===== src/rtl/noc2_valrdy_pkt_arbiter.sv =====
// Packet-atomic round-robin arbiter for the shared NoC2 val/rdy request
// channel feeding the NoC-to-AXI4 bridge. Header flits carry a body-length
// field; once a header is granted, the owning port keeps the channel until
// its last body flit is accepted. The output is a single register stage
// with full throughput, and out_src tags each flit with its source port.
module noc2_valrdy_pkt_arbiter #(
    parameter int NUM_PORTS  = 2,
    parameter int DATA_WIDTH = 64,
    parameter int LEN_LSB    = 22,
    parameter int LEN_WIDTH  = 8,
    localparam int SRC_W     = (NUM_PORTS > 1) ? $clog2(NUM_PORTS) : 1
) (
    input  logic                            clk,
    input  logic                            reset,
    input  logic [NUM_PORTS-1:0]            in_val,
    input  logic [NUM_PORTS*DATA_WIDTH-1:0] in_dat,
    output logic [NUM_PORTS-1:0]            in_rdy,
    output logic                            out_val,
    output logic [DATA_WIDTH-1:0]           out_dat,
    output logic [SRC_W-1:0]                out_src,
    input  logic                            out_rdy,
    output logic                            busy
);

    typedef enum logic {
        ST_IDLE = 1'b0,  // next accepted flit is a header
        ST_BODY = 1'b1   // owner port is streaming body flits
    } state_t;

    state_t                 state_q, state_d;
    logic [LEN_WIDTH-1:0]   rem_q, rem_d;
    logic [SRC_W-1:0]       owner_q, owner_d;
    logic [SRC_W-1:0]       last_grant_q, last_grant_d;
    logic                   out_val_q, out_val_d;
    logic [DATA_WIDTH-1:0]  out_dat_q, out_dat_d;
    logic [SRC_W-1:0]       out_src_q, out_src_d;

    logic                   load;
    logic                   sel_found;
    logic [SRC_W-1:0]       sel;
    logic                   accept;
    logic [DATA_WIDTH-1:0]  sel_dat;
    logic [LEN_WIDTH-1:0]   hdr_len;

    // The output register can take a new flit when it is empty or draining.
    assign load = ~out_val_q | out_rdy;

    // Port selection: the owner while a body is in progress, otherwise the
    // first valid port scanning upward from the one after the last grant.
    always_comb begin
        // NOTE: every signal written here gets a default first, so no path
        // leaves it unassigned and no latch is inferred.
        sel       = owner_q;
        sel_found = 1'b0;
        if (state_q == ST_BODY) begin
            sel       = owner_q;
            sel_found = 1'b1;
        end else begin
            for (int k = 1; k <= NUM_PORTS; k++) begin
                if (!sel_found && in_val[(int'(last_grant_q) + k) % NUM_PORTS]) begin
                    sel_found = 1'b1;
                    sel       = SRC_W'((int'(last_grant_q) + k) % NUM_PORTS);
                end
            end
        end
    end

    assign sel_dat = in_dat[int'(sel)*DATA_WIDTH +: DATA_WIDTH];
    assign hdr_len = sel_dat[LEN_LSB +: LEN_WIDTH];
    assign accept  = load & sel_found & in_val[sel];

    // Ready goes only to the selected port, and only when the output can load.
    always_comb begin
        in_rdy = '0;
        if (load && sel_found) begin
            in_rdy[sel] = 1'b1;
        end
    end

    // Next-state and output-register logic for the packet FSM.
    always_comb begin
        state_d      = state_q;
        rem_d        = rem_q;
        owner_d      = owner_q;
        last_grant_d = last_grant_q;
        out_val_d    = out_val_q;
        out_dat_d    = out_dat_q;
        out_src_d    = out_src_q;

        if (load) begin
            out_val_d = accept;
            if (accept) begin
                out_dat_d = sel_dat;
                out_src_d = sel;
            end
        end

        if (accept) begin
            unique case (state_q)
                ST_IDLE: begin
                    // Round-robin pointer moves only on header acceptance.
                    last_grant_d = sel;
                    if (hdr_len != '0) begin
                        rem_d   = hdr_len;
                        owner_d = sel;
                        state_d = ST_BODY;
                    end
                end
                ST_BODY: begin
                    rem_d = rem_q - LEN_WIDTH'(1);
                    if (rem_q == LEN_WIDTH'(1)) begin
                        state_d = ST_IDLE;
                    end
                end
                default: state_d = ST_IDLE;
            endcase
        end
    end

    // State and output registers with synchronous active-high reset.
    always_ff @(posedge clk) begin
        // NOTE: sequential state uses non-blocking assignments so every
        // register samples the pre-edge values of the others.
        if (reset) begin
            // NOTE: all registers are reset, including out_dat, because their
            // reset values are visible on the ports; a packet in flight is dropped.
            state_q      <= ST_IDLE;
            rem_q        <= '0;
            owner_q      <= '0;
            last_grant_q <= SRC_W'(NUM_PORTS - 1);
            out_val_q    <= 1'b0;
            out_dat_q    <= '0;
            out_src_q    <= '0;
        end else begin
            state_q      <= state_d;
            rem_q        <= rem_d;
            owner_q      <= owner_d;
            last_grant_q <= last_grant_d;
            out_val_q    <= out_val_d;
            out_dat_q    <= out_dat_d;
            out_src_q    <= out_src_d;
        end
    end

    assign out_val = out_val_q;
    assign out_dat = out_dat_q;
    assign out_src = out_src_q;
    assign busy    = (state_q == ST_BODY);

endmodule

===== config.mk =====
export PLATFORM = sky130hd
export DESIGN_NAME = noc2_valrdy_pkt_arbiter
export DESIGN_NICKNAME = d
export VERILOG_FILES = /design/src/rtl/noc2_valrdy_pkt_arbiter.sv
export SDC_FILE = /design/constraint.sdc
export NUM_CORES = 1
export LEC_CHECK = 0
export ABC_AREA = 1
export BUFFER_PORTS_ARGS = -buffer_cell sky130_fd_sc_hd__buf_2
export CAP_MARGIN = 20
export CORE_MARGIN = 2
export CORE_UTILIZATION = 30
export CTS_CLUSTER_SIZE = 14
export DETAILED_ROUTE_END_ITERATION = 10
export PLACE_DENSITY_LB_ADDON = 0.1
export SYNTH_ARGS = -nofsm -noshare
export SYNTH_HDL_FRONTEND = slang
export SYNTH_SLANG_ARGS = --single-unit

===== constraint.sdc =====
create_clock -name clk -period 1.6 [get_ports clk]
set_input_delay 0.32 -clock clk [delete_from_list [all_inputs] [get_ports clk]]
set_output_delay 0.32 -clock clk [all_outputs]
set_load 0.03 [all_outputs]

==> flow_summary.rst, run 1 <==
.. list-table::
   :header-rows: 1

   * - Metric
     - Value
   * - Multiplexer area fraction after synthesis
     - 0%
   * - Per-cell routed wire length
     - ~15 µm
   * - Maximum clock frequency
     - just under 0.6 GHz
   * - Area growth syn-to-layout
     - 80.0%
   * - Pin count of the biggest net entering global routing
     - 45
   * - Number of non-filler instances in the completed layout
     - 920
   * - Grt ovf
     - 0
   * - Die Area
     - around 13000 µm²
   * - Routed Antenna Nets
     - 0
   * - Least-Margin Pin Slew
     - 0.465 ns
   * - Synth warn
     - 0
   * - Diode insertion count for antenna repair
     - 0
   * - Path type of the worst min-delay path
     - in -> reg
   * - Critical Path Fanout Max
     - 7
   * - Area inside the core boundary
     - 11900 µm²
   * - Detailed-router iteration count before antenna repair
     - 4
   * - Run status
     - finished with violations
   * - Vias per inst
     - 4.88
   * - DRC errors left
     - 0
   * - Layout cells sized above 1
     - 52.1%
   * - Post-layout worst setup margin
     - -0.134 ns
   * - Cell type with the largest total area after synthesis
     - dfxtp_1
   * - Cell at the root of the clock tree
     - clkbuf_16
   * - Relative contribution of sequential cells to total power
     - between 20 and 30%
   * - Combinational Power Share
     - 45.9%
   * - Total vias in the final route
     - 4488
   * - Clock group share of total power
     - 24.3%
   * - Number of antenna violations at the first check in global routing
     - 0
   * - Total wirelength of the detailed-routed design
     - about 14000 µm
   * - Top area cells in the synthesized netlist
     - dfxtp_1, nand2_1, a31oi_1
   * - Final worst clock skew
     - around 0.0043 ns
   * - Netlist area before placement
     - 3630 µm²
   * - Post-Route Hold Slack
     - approximately 0.24 ns
   * - Final weighted congestion in routability-driven placement
     - 0.857
   * - Parity-gate share of the synthesized area counting xor and xnor cells
     - 0%
   * - Starting utilization of the core area
     - 30.4%
   * - Normalized max-slew margin
     - between 60 and 70%
   * - First-pass GRT wire length
     - ~21000 µm
   * - Die width
     - 114 µm
   * - Total number of H-tree levels
     - 3
   * - Compound-Gate Fraction of Synth Area
     - between 20 and 25%
   * - CTS max path bufs
     - 2
   * - Clock input transition at the sequential cells of the worst setup and hold paths
     - ~0.06 ns
   * - Total global-route track usage
     - approximately a fifth
   * - Critical path cell sequence
     - inv_6, nand2_4, nand2_4, nand2_8, buf_6, nand2_4, nand3_4, buf_12, buf_12, nor2_4, nand2_2, nand2_1, a21oi_1
   * - Required time at the worst-slack endpoint
     - about 1.8 ns
   * - Finish-stage setup viols
     - 42
   * - Reported net switching power
     - between 0.003 and 0.004 W
   * - Static leakage power
     - 3.16 nW
   * - Final critical delay including setup and external delays
     - 1.73 ns
   * - Number of distinct library cells after synthesis
     - 26
   * - Final-layout fill cell count
     - approximately 1100
   * - Final Hold Violating Endpoints
     - 0
   * - Pre-CTS setup slack
     - -0.206 ns
   * - Crit path launch type
     - flip-flop
   * - Post-route fraction of the period consumed by the critical path
     - 108%
   * - Synthesized Nets
     - ~660
   * - Synthesized instance count
     - 520
   * - RSZ-0062 raised after global routing
     - true
   * - Count of input and output buffers
     - 201
   * - Estimated wirelength of the detail-placed design
     - roughly 8800 µm
   * - Clock net sink count
     - 77
   * - Vias in the first global route
     - 4335
   * - Row count
     - 40
   * - Post-synthesis share of cell area spent on and, or, nand and nor gates
     - between 20% and 30%
   * - Switching Fraction
     - 38.2%
   * - Largest family of logic cells by synthesized area
     - simple AND/OR/NAND/NOR gates
   * - Nature of the critical path endpoint
     - flip-flop
   * - Average footprint of a synthesized cell
     - ~7 µm²
   * - Die H
     - 114 µm
   * - Total of max-cap violations
     - 0
   * - Final design instance area without fill
     - between 6000 and 7000 µm²
   * - Number of buffers inserted for hold repair after clock tree synthesis
     - 0
   * - Clock tree from TritonCTS
     - done
   * - Total power per unit cell area
     - 1270 nW/µm²
   * - Cell occurring most often along the worst timing path
     - nand2_4
   * - CTS buffer count
     - 9
   * - Share of synthesized cell area in full adder, half adder and majority cells
     - 0.690%
   * - Clock latency on the worst-skew pair
     - roughly 0.33 ns
   * - Failing checks
     - setup timing
   * - Cell family contributing the most delay on the critical path
     - simple AND/OR/NAND/NOR gates
   * - NumNets Final
     - 903
   * - Worst voltage drop across the vdd grid
     - 0.000504 V
   * - Register area share after synthesis
     - about 43%
   * - Max-slew violations
     - 0
   * - Design internal power
     - roughly 0.0051 W
   * - Placed Area
     - 5000 µm²
   * - Number of placed cells counting well taps
     - approximately 870
   * - Category of the critical setup timing path
     - reg -> reg
   * - Crit path buf inv count
     - 4
   * - Area share of the largest cell type after synthesis
     - around 43%
   * - Max stage delay on crit path
     - ~0.36 ns
   * - Top-level port count
     - roughly 200
   * - Flip-flop and latch count after synthesis
     - a little under 80
   * - Commonest non-fill, non-tap cells in the layout
     - buf_2, nand2_1, dfxtp_1
   * - Highest-delay cell along the critical path
     - dfxtp_4
   * - Initial drt markers
     - 194
   * - Data arrival time of the worst path
     - 1.94 ns
   * - Leading cell type in the layout, fill and taps excluded
     - buf_2
   * - Pwr Total
     - a little over 0.008 W
## metrics by stage
| stage | utilization [%] | TNS, ns |
|---|---|---|
| 3_3_place_gp | 42.0 | -7.18 |
| 6_report | 54.8 | -2.14 |
| 4_1_cts | 51.3 | -1.67 |
| 5_1_grt | 54.8 | -7.73 |
| 3_5_place_dp | 42.0 | -11.61 |
| 2_1_floorplan | - | -0.0941 |
## cell usage after synthesis (all sizes together)
cell,instances
o21a,1
nand4,2
a21oi,17
inv,30
nor2,29
nand3b,7
o22ai,1
nand3,15
ha,2
a31oi,58
o21ai,70
dfxtp,77
clkbuf,18
nor3,1
nand2,172
buf,20
## repair_timing
item / 4_1_cts / 5_1_grt
setup endpoints to repair: 62 / 79
gates cloned: 13 / 4
gates resized for setup: 108 / 85
setup buffers: 20 / 4
pin swaps: 18 / 23
## power groups by stage
stage | Clock, W | Sequential (W) | Combinational [W]
after floorplan | 0 | 0.00300 | 0.00116
after global placement | 0 | 0.00246 | 0.00259
after detailed placement | 0 | 0.00245 | 0.00261
after CTS | 0.00206 | 0.00245 | 0.00345
after global routing | 0.00214 | 0.00251 | 0.00407
final | 0.00202 | 0.00247 | 0.00381
## path summary, 6_finish.rpt
check | start | end | slack, ns | cells past startpoint
max | busy | owner_q | -0.13 | 13
max reg2reg | busy | owner_q | -0.13 | 13
min reg2reg | out_dat[28] | out_dat[28] | 0.47 | 2
min | in_dat[115] | out_dat[51] | 0.24 | 3
## worst min-delay path, stage by stage
cell and delay (ns):
buf_2 0.09, nand2_1 0.05, a31oi_1 0.07
## sequential cells by signal, summed over array words and instances (netlist names)
| name | count |
|---|---|
| last_grant_q | 1 |
| out_dat | 64 |
| out_val | 1 |
| rem_q | 8 |
| out_src | 1 |
| busy | 1 |
| owner_q | 1 |
## routing by layer
metal  GRT usage (%)  part of all wire, %  up-vias
met4            6.26                 0.79        0
met1            26.8                   44     2078
li1                -                    -     2254
met2            34.4                   49      147
met3            4.94                  6.2        9
met5               0                    0        -
## logic make-up after synthesis
logic type	count (synthesis)
adders and majority gates	2
buffers and inverters	68
DFF	77
AOI/OAI and AO/OA	147
and+or+nand+nor	226
## final cells by class
cell class	count	area, µm²	area share [%]
flip-flops and latches	77	1550	23.7
inverters	30	138	2.11
multi-input cells	375	2280	34.9
clock inverters	3	17.5	0.268
well taps	147	184	2.82
clock buffers	13	280	4.29
repair buffers	274	2060	31.5
repair inverters	1	30.0	0.460
(Power assumes the default switching activity.)
==> run 2: changes to the inputs <==
ABC_AREA = default   (was 1)
==> run 2 against run 1 <==
Die area rose by 12%; critical endpoint is now in_rdy[1]; critical path depth fell by 7; first-iteration DRC count fell by 26%; worst hold slack improved by 0.039 ns; sequential share of layout area fell by 1.1 points; clock skew rose by 0.0017 ns; sequential power fell by 6%; design area rose by 4.9%; register-to-register slack got worse by 0.07 ns; largest cell class unchanged; highest routed layer unchanged; cell count fell by 8.2%; the run still ends with setup timing left; critical path type is now reg -> out.
==> flow_summary.rst, run 2 <==
.. list-table::
   :header-rows: 1

   * - Metric
     - Value
   * - Pwr Total
     - 0.00774 W (-6.8%)
   * - Synth warn
     - 0 (unchanged)
   * - First-pass GRT wire length
     - 20000 µm (-6.1%)
   * - Maximum clock frequency
     - 0.551 GHz (-4.4%)
   * - Total power per unit cell area
     - 1130 nW/µm² (-11%)
   * - Worst voltage drop across the vdd grid
     - 0.000587 V (+16%)
   * - CTS buffer count
     - 9 (unchanged)
   * - Max-slew violations
     - 0 (unchanged)
   * - Number of buffers inserted for hold repair after clock tree synthesis
     - 0 (unchanged)
   * - Final-layout fill cell count
     - 1242 (+11%)
   * - Vias in the first global route
     - 4007 (-7.6%)
   * - Share of flip-flops with an asynchronous set or reset after synthesis
     - 0% (unchanged)
   * - RSZ-0062 raised after global routing
     - true
   * - Path type of the worst min-delay path
     - in -> reg
   * - Cell at the root of the clock tree
     - clkbuf_16
   * - Relative contribution of sequential cells to total power
     - 30.2% (+0.4 points)
   * - Top-level port count
     - 202 (unchanged)
   * - Post-synth EDFFs
     - 0 (unchanged)
   * - Diode insertion count for antenna repair
     - 0 (unchanged)
   * - Pin count of the biggest net entering global routing
     - 45 (unchanged)
   * - Cell type with the largest total area after synthesis
     - dfxtp_1
   * - Final critical delay including setup and external delays
     - 1.81 ns (+0.0796 ns)
   * - Total number of H-tree levels
     - 3 (unchanged)
   * - CTS max path bufs
     - 2 (unchanged)
   * - Leading cell type in the layout, fill and taps excluded
     - buf_2
   * - Most used standard cell by instance count after synthesis
     - dfxtp_1
   * - Finish-stage setup viols
     - 73 (+74%)
   * - Clock net sink count
     - 77 (unchanged)
   * - Switching Fraction
     - 34.1% (-4.1 points)
   * - Category of the critical setup timing path
     - reg -> out
   * - Estimated wirelength of the detail-placed design
     - 8970 µm (+1.5%)
   * - Synthesized instance count
     - 412 (-21%)
   * - Total of max-cap violations
     - 0 (unchanged)
   * - Most frequent cells after synthesis
     - dfxtp_1, nor2_1, mux2i_1
   * - Reported net switching power
     - 0.00264 W (-17%)
   * - Area share of the largest cell type after synthesis
     - 37.8% (-4.7 points)
   * - Final Core Density
     - 51.7% (-3.1 points)
   * - Static leakage power
     - 3.11 nW (-1.6%)
   * - Primary FF master, synth
     - dfxtp_1
   * - Total wirelength of the detailed-routed design
     - 13400 µm (-5.3%)
   * - Synthesized Nets
     - 547 (-16%)
   * - Routed Antenna Nets
     - 0 (unchanged)
   * - Die Area
     - 14500 µm² (+12%)
   * - Per-cell routed wire length
     - 15.8 µm (+3.1%)
   * - NumNets Final
     - 799 (-12%)
   * - Number of distinct library cells after synthesis
     - 44 (+69%)
   * - Register area share after synthesis
     - 37.8% (-4.7 points)
   * - Detailed-router iteration count before antenna repair
     - 4 (unchanged)
   * - Clock tree from TritonCTS
     - done
   * - Run status
     - finished with violations
   * - Final weighted congestion in routability-driven placement
     - 0.775 (-9.5%)
   * - Clock input transition at the sequential cells of the worst setup and hold paths
     - 0.06 ns (about the same)
   * - Clock group share of total power
     - 29.1% (+4.8 points)
   * - Combinational Power Share
     - 40.8% (-5.1 points)
   * - Critical Path Fanout Max
     - 4 (-3)
   * - Layout cells sized above 1
     - 64.3% (+12 points)
   * - DRC errors left
     - 0 (unchanged)
   * - Grt ovf
     - 0 (unchanged)
   * - Flip-flop and latch count after synthesis
     - 77 (unchanged)
   * - Post-layout worst setup margin
     - -0.214 ns (-0.0796 ns)
   * - Required time at the worst-slack endpoint
     - 1.28 ns (-0.53 ns)
   * - Post-route fraction of the period consumed by the critical path
     - 113% (+5.0 points)
   * - Count of input and output buffers
     - 201 (unchanged)
   * - Number of antenna violations at the first check in global routing
     - 0 (unchanged)
   * - Top area cells in the synthesized netlist
     - dfxtp_1, a211oi_2, mux2i_1
   * - Row count
     - 42 (+5.0%)
   * - Clock latency on the worst-skew pair
     - 0.34 ns (about the same)
   * - Final Hold Violating Endpoints
     - 0 (unchanged)
   * - Nature of the critical path endpoint
     - output port
   * - Number of flip-flops under the largest register name
     - 64 (unchanged)
   * - Netlist area before placement
     - 4080 µm² (+12%)
   * - Failing checks
     - setup timing
   * - Die width
     - 121 µm (+5.8%)
   * - Average footprint of a synthesized cell
     - 9.89 µm² (+42%)
   * - Crit path launch type
     - flip-flop
   * - Commonest non-fill, non-tap cells in the layout
     - buf_2, dfxtp_1, nor2_1
   * - Starting utilization of the core area
     - 30.8% (+0.34 points)
   * - Initial drt markers
     - 144 (-26%)
   * - Total vias in the final route
     - 4082 (-9.0%)
   * - Least-Margin Pin Slew
     - 0.435 ns (-0.0295 ns)
   * - Area growth syn-to-layout
     - 68.0%
   * - Area inside the core boundary
     - 13200 µm² (+11%)
   * - Normalized max-slew margin
     - 70.7% (+1.7 points)
   * - Final worst clock skew
     - 0.00601 ns (+0.00170 ns)
   * - Die H
     - 121 µm (+5.8%)
   * - Design internal power
     - 0.00510 W (-0.61%)
   * - Total global-route track usage
     - 17.6% (-3.1 points)
   * - Vias per inst
     - 4.83 (-0.97%)
   * - Data arrival time of the worst path
     - 1.49 ns (-0.45 ns)
[run 2: cell type report]
type	count	area, µm²	area share, %
multi-input cells	293	2750	40.1
clock inverters	5	82.6	1.21
clock buffers	11	243	3.54
flip-flops and latches	77	1550	22.6
repair buffers	275	1980	28.8
inverters	8	30.0	0.438
well taps	176	220	3.22
[run 2: metal layers]
metal | vias up | track usage [%] | wire (µm)
met2 | 121 | 30.3 | 6680
li1 | 2028 | - | -
met3 | 17 | 4.48 | 671
met4 | 0 | 5.23 | 211
met5 | - | 0 | 0
met1 | 1916 | 21.6 | 5790
[run 2: cell families after synthesis]
kind of cell	count (synthesis)	synth area share (%)
AOI/OAI and AO/OA	104	25.5
adders and majority gates	2	0.614
buffers and inverters	42	6.54
DFF	77	37.8
muxes	66	16.4
and+or+nand+nor	121	13.1
[run 2: final timing paths]
check	startpoint	end	slack (ns)	cells past startpoint
hold reg to reg	rem_q[6]	rem_q[6]	0.49	2
hold / removal	in_val[0]	out_src	0.28	2
setup reg to reg	busy	rem_q[3]	-0.20	8
setup / recovery	busy	in_rdy[1]	-0.21	6
[run 2: critical path: stages (launching register included)]
cell     delay, ns
dfxtp_4       0.35
and2b_2       0.24
o22ai_4       0.08
buf_12        0.13
buf_16        0.13
nor2_4        0.10
buf_6         0.13
[run 2: repair_timing]
action | in CTS | in global routing
buffers inserted | 11 | 8
setup endpoints to repair | 73 | 76
pin swaps | 8 | 10
gates resized for setup | 52 | 63
cloned | 7 | 2
[run 2: through the flow]
stage / instance area, µm² / hold WS (ns) / setup slack, ns / std cells / TNS [ns]
global route: 6850 / 0.287 / -0.265 / 845 / -10.34
global placement: 5590 / 0.462 / -0.220 / 801 / -10.77
detailed placement: 5590 / 0.464 / -0.245 / 801 / -12.73
CTS: 6400 / 0.252 / -0.243 / 835 / -7.91
finish: 6850 / 0.281 / -0.214 / 845 / -6.09
floorplan: 4150 / 0.410 / -0.0896 / 412 / -1.63
[run 2: power groups by stage]
stage | Combinational, W | Clock (W) | Sequential, W
5_1_grt | 0.00336 | 0.00241 | 0.00237
6_report | 0.00315 | 0.00225 | 0.00233
2_1_floorplan | 0.00123 | 0 | 0.00280
4_1_cts | 0.00288 | 0.00233 | 0.00232
3_5_place_dp | 0.00246 | 0 | 0.00236
3_3_place_gp | 0.00244 | 0 | 0.00236
==> run 3: changes to the inputs <==
GPL_TIMING_DRIVEN = 0   (was default)
==> run 3 against run 2 <==
The flow still finishes with violations (setup timing); sequential power is essentially flat; sequential share of layout area is essentially flat; first-iteration DRC count grew 6.3%; power grew 1.1%; cell count shrank 0.71%; highest routed layer unchanged.
==> flow_summary.rst, run 3 (same netlist as run 2, synthesis figures left out) <==
.. list-table::
   :header-rows: 1

   * - Metric
     - Value
   * - Run status
     - finished with violations
   * - Failing checks
     - setup timing
   * - Required time at the worst-slack endpoint
     - 1.28 ns (about the same)
   * - Clock net sink count
     - 77 (unchanged)
   * - Critical Path Fanout Max
     - 4 (unchanged)
   * - Capture point of the worst reg-to-reg path
     - rem_q[5]
   * - Nature of the critical path endpoint
     - output port
   * - Crit path launch type
     - flip-flop
   * - Leading cell type in the layout, fill and taps excluded
     - buf_2
   * - CTS buffer count
     - 9 (unchanged)
   * - Post-layout worst setup margin
     - -0.328 ns (-0.114 ns)
   * - First-pass GRT wire length
     - 20900 µm (+4.2%)
   * - Static leakage power
     - 3.02 nW (-2.9%)
   * - Met2 Resource Use GR
     - 32.6% (+2.3 points)
   * - Pwr Total
     - 0.00782 W (+1.1%)
   * - Clock latency on the worst-skew pair
     - 0.34 ns (about the same)
   * - Top-level port count
     - 202 (unchanged)
   * - CTS max path bufs
     - 2 (unchanged)
   * - Clock tree from TritonCTS
     - done
   * - Worst Reg-to-Reg Cells
     - 8 (unchanged)
   * - WHS Endpoint
     - out_src
   * - Number of buffers inserted for hold repair after clock tree synthesis
     - 0 (unchanged)
   * - Routed Antenna Nets
     - 0 (unchanged)
   * - Placed Area
     - 5380 µm² (-3.8%)
   * - Combinational Power Share
     - 40.7% (about the same)
   * - Number of flip-flops under the largest register name
     - 64 (unchanged)
   * - Die width
     - 121 µm (unchanged)
   * - Total wirelength of the detailed-routed design
     - 14000 µm (+4.7%)
   * - Hold-critical path depth
     - 2 (unchanged)
   * - Row count
     - 42 (unchanged)
   * - Total global-route track usage
     - 18.3% (+0.64 points)
   * - Met1 usage in global routing
     - 21.5% (-0.18 points)
   * - Vias in the first global route
     - 4166 (+4.0%)
   * - Detailed-router iteration count before antenna repair
     - 4 (unchanged)
   * - Final Hold Violating Endpoints
     - 0 (unchanged)
   * - Normalized max-slew margin
     - 52.6% (-18 points)
   * - Initial drt markers
     - 153 (+6.3%)
   * - Area growth syn-to-layout
     - 68.5%
   * - Max-slew violations
     - 0 (unchanged)
   * - Data arrival time of the worst path
     - 1.61 ns (+0.12 ns)
   * - Diode insertion count for antenna repair
     - 0 (unchanged)
   * - Global Route met3 Usage
     - 4.81% (+0.33 points)
   * - Category of the critical setup timing path
     - reg -> out
   * - Switching Fraction
     - 34.3% (+0.13 points)
   * - Design internal power
     - 0.00514 W (+0.89%)
   * - Worst hold start
     - in_val[0]
   * - Least-Margin Pin Slew
     - 0.711 ns (+0.276 ns)
   * - Cell at the root of the clock tree
     - clkbuf_16
   * - Total vias in the final route
     - 4087 (+0.12%)
   * - First element of the critical path
     - last_grant_q
   * - Finish-stage setup viols
     - 75 (+2.7%)
   * - Total of max-cap violations
     - 0 (unchanged)
   * - Setup slack, reg-to-reg
     - -0.31 ns (-0.11 ns)
   * - RSZ-0062 raised after global routing
     - true
   * - Pin count of the biggest net entering global routing
     - 14 (-69%)
   * - Final weighted congestion in routability-driven placement
     - 0.848 (+9.4%)
   * - Worst voltage drop across the vdd grid
     - 0.000611 V (+4.2%)
   * - Busiest metal layer after global routing
     - met2
   * - Die H
     - 121 µm (unchanged)
   * - Clock group share of total power
     - 29.3% (+0.2 points)
   * - Final worst clock skew
     - 0.00490 ns (-0.00111 ns)
   * - DRC errors left
     - 0 (unchanged)
   * - Maximum clock frequency
     - 0.519 GHz (-5.9%)
   * - Grt ovf
     - 0 (unchanged)
   * - Launch instance of the worst register-to-register path
     - last_grant_q
   * - Vias per inst
     - 4.87 (+0.84%)
   * - Post-route fraction of the period consumed by the critical path
     - 120% (+7.1 points)
   * - Commonest non-fill, non-tap cells in the layout
     - buf_2, dfxtp_1, nor2_1
   * - Total number of H-tree levels
     - 3 (unchanged)
   * - Total power per unit cell area
     - 1140 nW/µm² (+0.77%)
   * - Relative contribution of sequential cells to total power
     - 30.0% (-0.2 points)
   * - Die Area
     - 14500 µm² (unchanged)
   * - Path type of the worst min-delay path
     - in -> reg
   * - Clock input transition at the sequential cells of the worst setup and hold paths
     - 0.06 ns (about the same)
   * - Number of placed cells counting well taps
     - 789 (-1.5%)
   * - Sum Neg Setup Slack
     - -13.35 ns (-7.26 ns)
   * - Number of non-filler instances in the completed layout
     - 839 (-0.71%)
   * - Starting utilization of the core area
     - 30.8% (unchanged)
   * - NumNets Final
     - 793 (-0.75%)
   * - Final critical delay including setup and external delays
     - 1.93 ns (+0.114 ns)
   * - Layout cells sized above 1
     - 62.4% (-1.8 points)
   * - Per-cell routed wire length
     - 16.7 µm (+5.4%)
   * - Number of antenna violations at the first check in global routing
     - 0 (unchanged)
   * - Count of input and output buffers
     - 201 (unchanged)
   * - Estimated wirelength of the detail-placed design
     - 9840 µm (+9.7%)
   * - Reported net switching power
     - 0.00268 W (+1.5%)
   * - Area inside the core boundary
     - 13200 µm² (unchanged)
   * - Final design instance area without fill
     - 6870 µm² (+0.31%)
-- run 3: changes by cell type in the layout (fill, tap and decap cells not counted), moves of 4 or more --
| cell | previous run | this run |
|---|---|---|
| clkbuf_1 | 1 | 11 |
| mux2i_4 | 18 | 30 |
| mux2i_2 | 16 | 12 |
| buf_8 | 0 | 4 |
| buf_4 | 45 | 21 |
| mux2i_1 | 26 | 18 |
| nor2_1 | 60 | 67 |
| clkbuf_16 | 11 | 15 |
| nor2_2 | 11 | 6 |
| buf_12 | 8 | 12 |
| buf_16 | 9 | 4 |
-- run 3: what timing repair did --
action	in CTS	in global routing
setup buffers	20	9
pin swaps	10	23
resized for setup	85	75
setup endpoints to repair	78	78
gates cloned	8	3
-- run 3: worst max-delay path by stage --
stage | endpoint | slack (ns) | cells after the start
after floorplan | in_rdy[0] | -0.09 | 5
after global placement | in_rdy[0] | -0.37 | 7
after detailed placement | in_rdy[0] | -0.42 | 7
after CTS | in_rdy[0] | -0.35 | 6
after global routing | in_rdy[0] | -0.39 | 6
final | in_rdy[0] | -0.33 | 6
-- run 3: cell type report --
cell class / instances / area (µm²)
fillers: 1257 / 6370
multi-input cells: 293 / 2840
flip-flops and latches: 77 / 1550
repair buffers: 238 / 1520
plain buffers: 31 / 367
clock buffers: 11 / 254
well taps: 176 / 220
clock inverters: 5 / 81.3
inverters: 8 / 33.8
-- run 3: power by group through the flow --
stage | Sequential, W | Combinational [W] | Clock, W
CTS | 0.00233 | 0.00292 | 0.00235
global placement | 0.00237 | 0.00233 | 0
floorplan | 0.00280 | 0.00123 | 0
global route | 0.00238 | 0.00339 | 0.00242
detailed placement | 0.00238 | 0.00237 | 0
finish | 0.00234 | 0.00319 | 0.00229
-- run 3: metrics by stage --
step                      worst slack, ns  utilization [%]  hold WS, ns
after global placement             -0.372             40.6        0.463
after global routing               -0.389             51.9        0.303
after detailed placement           -0.416             40.6        0.470
after floorplan                   -0.0896                -        0.410
after CTS                          -0.351             48.6        0.292
final                              -0.328             51.9        0.291
-- run 3: critical path, stage by stage, from the launching register on --
cell and delay, ns:
dfxtp_2 0.33, and2b_2 0.24, o22ai_4 0.18, buf_12 0.14, buf_12 0.09, nor2b_4 0.14, buf_6 0.14
-- run 3: metal layers --
metal	share of wire, %	vias up
li1	-	2013
met1	42	1936
met2	52	127
met3	5.7	11
met4	1.2	0
met5	0	-
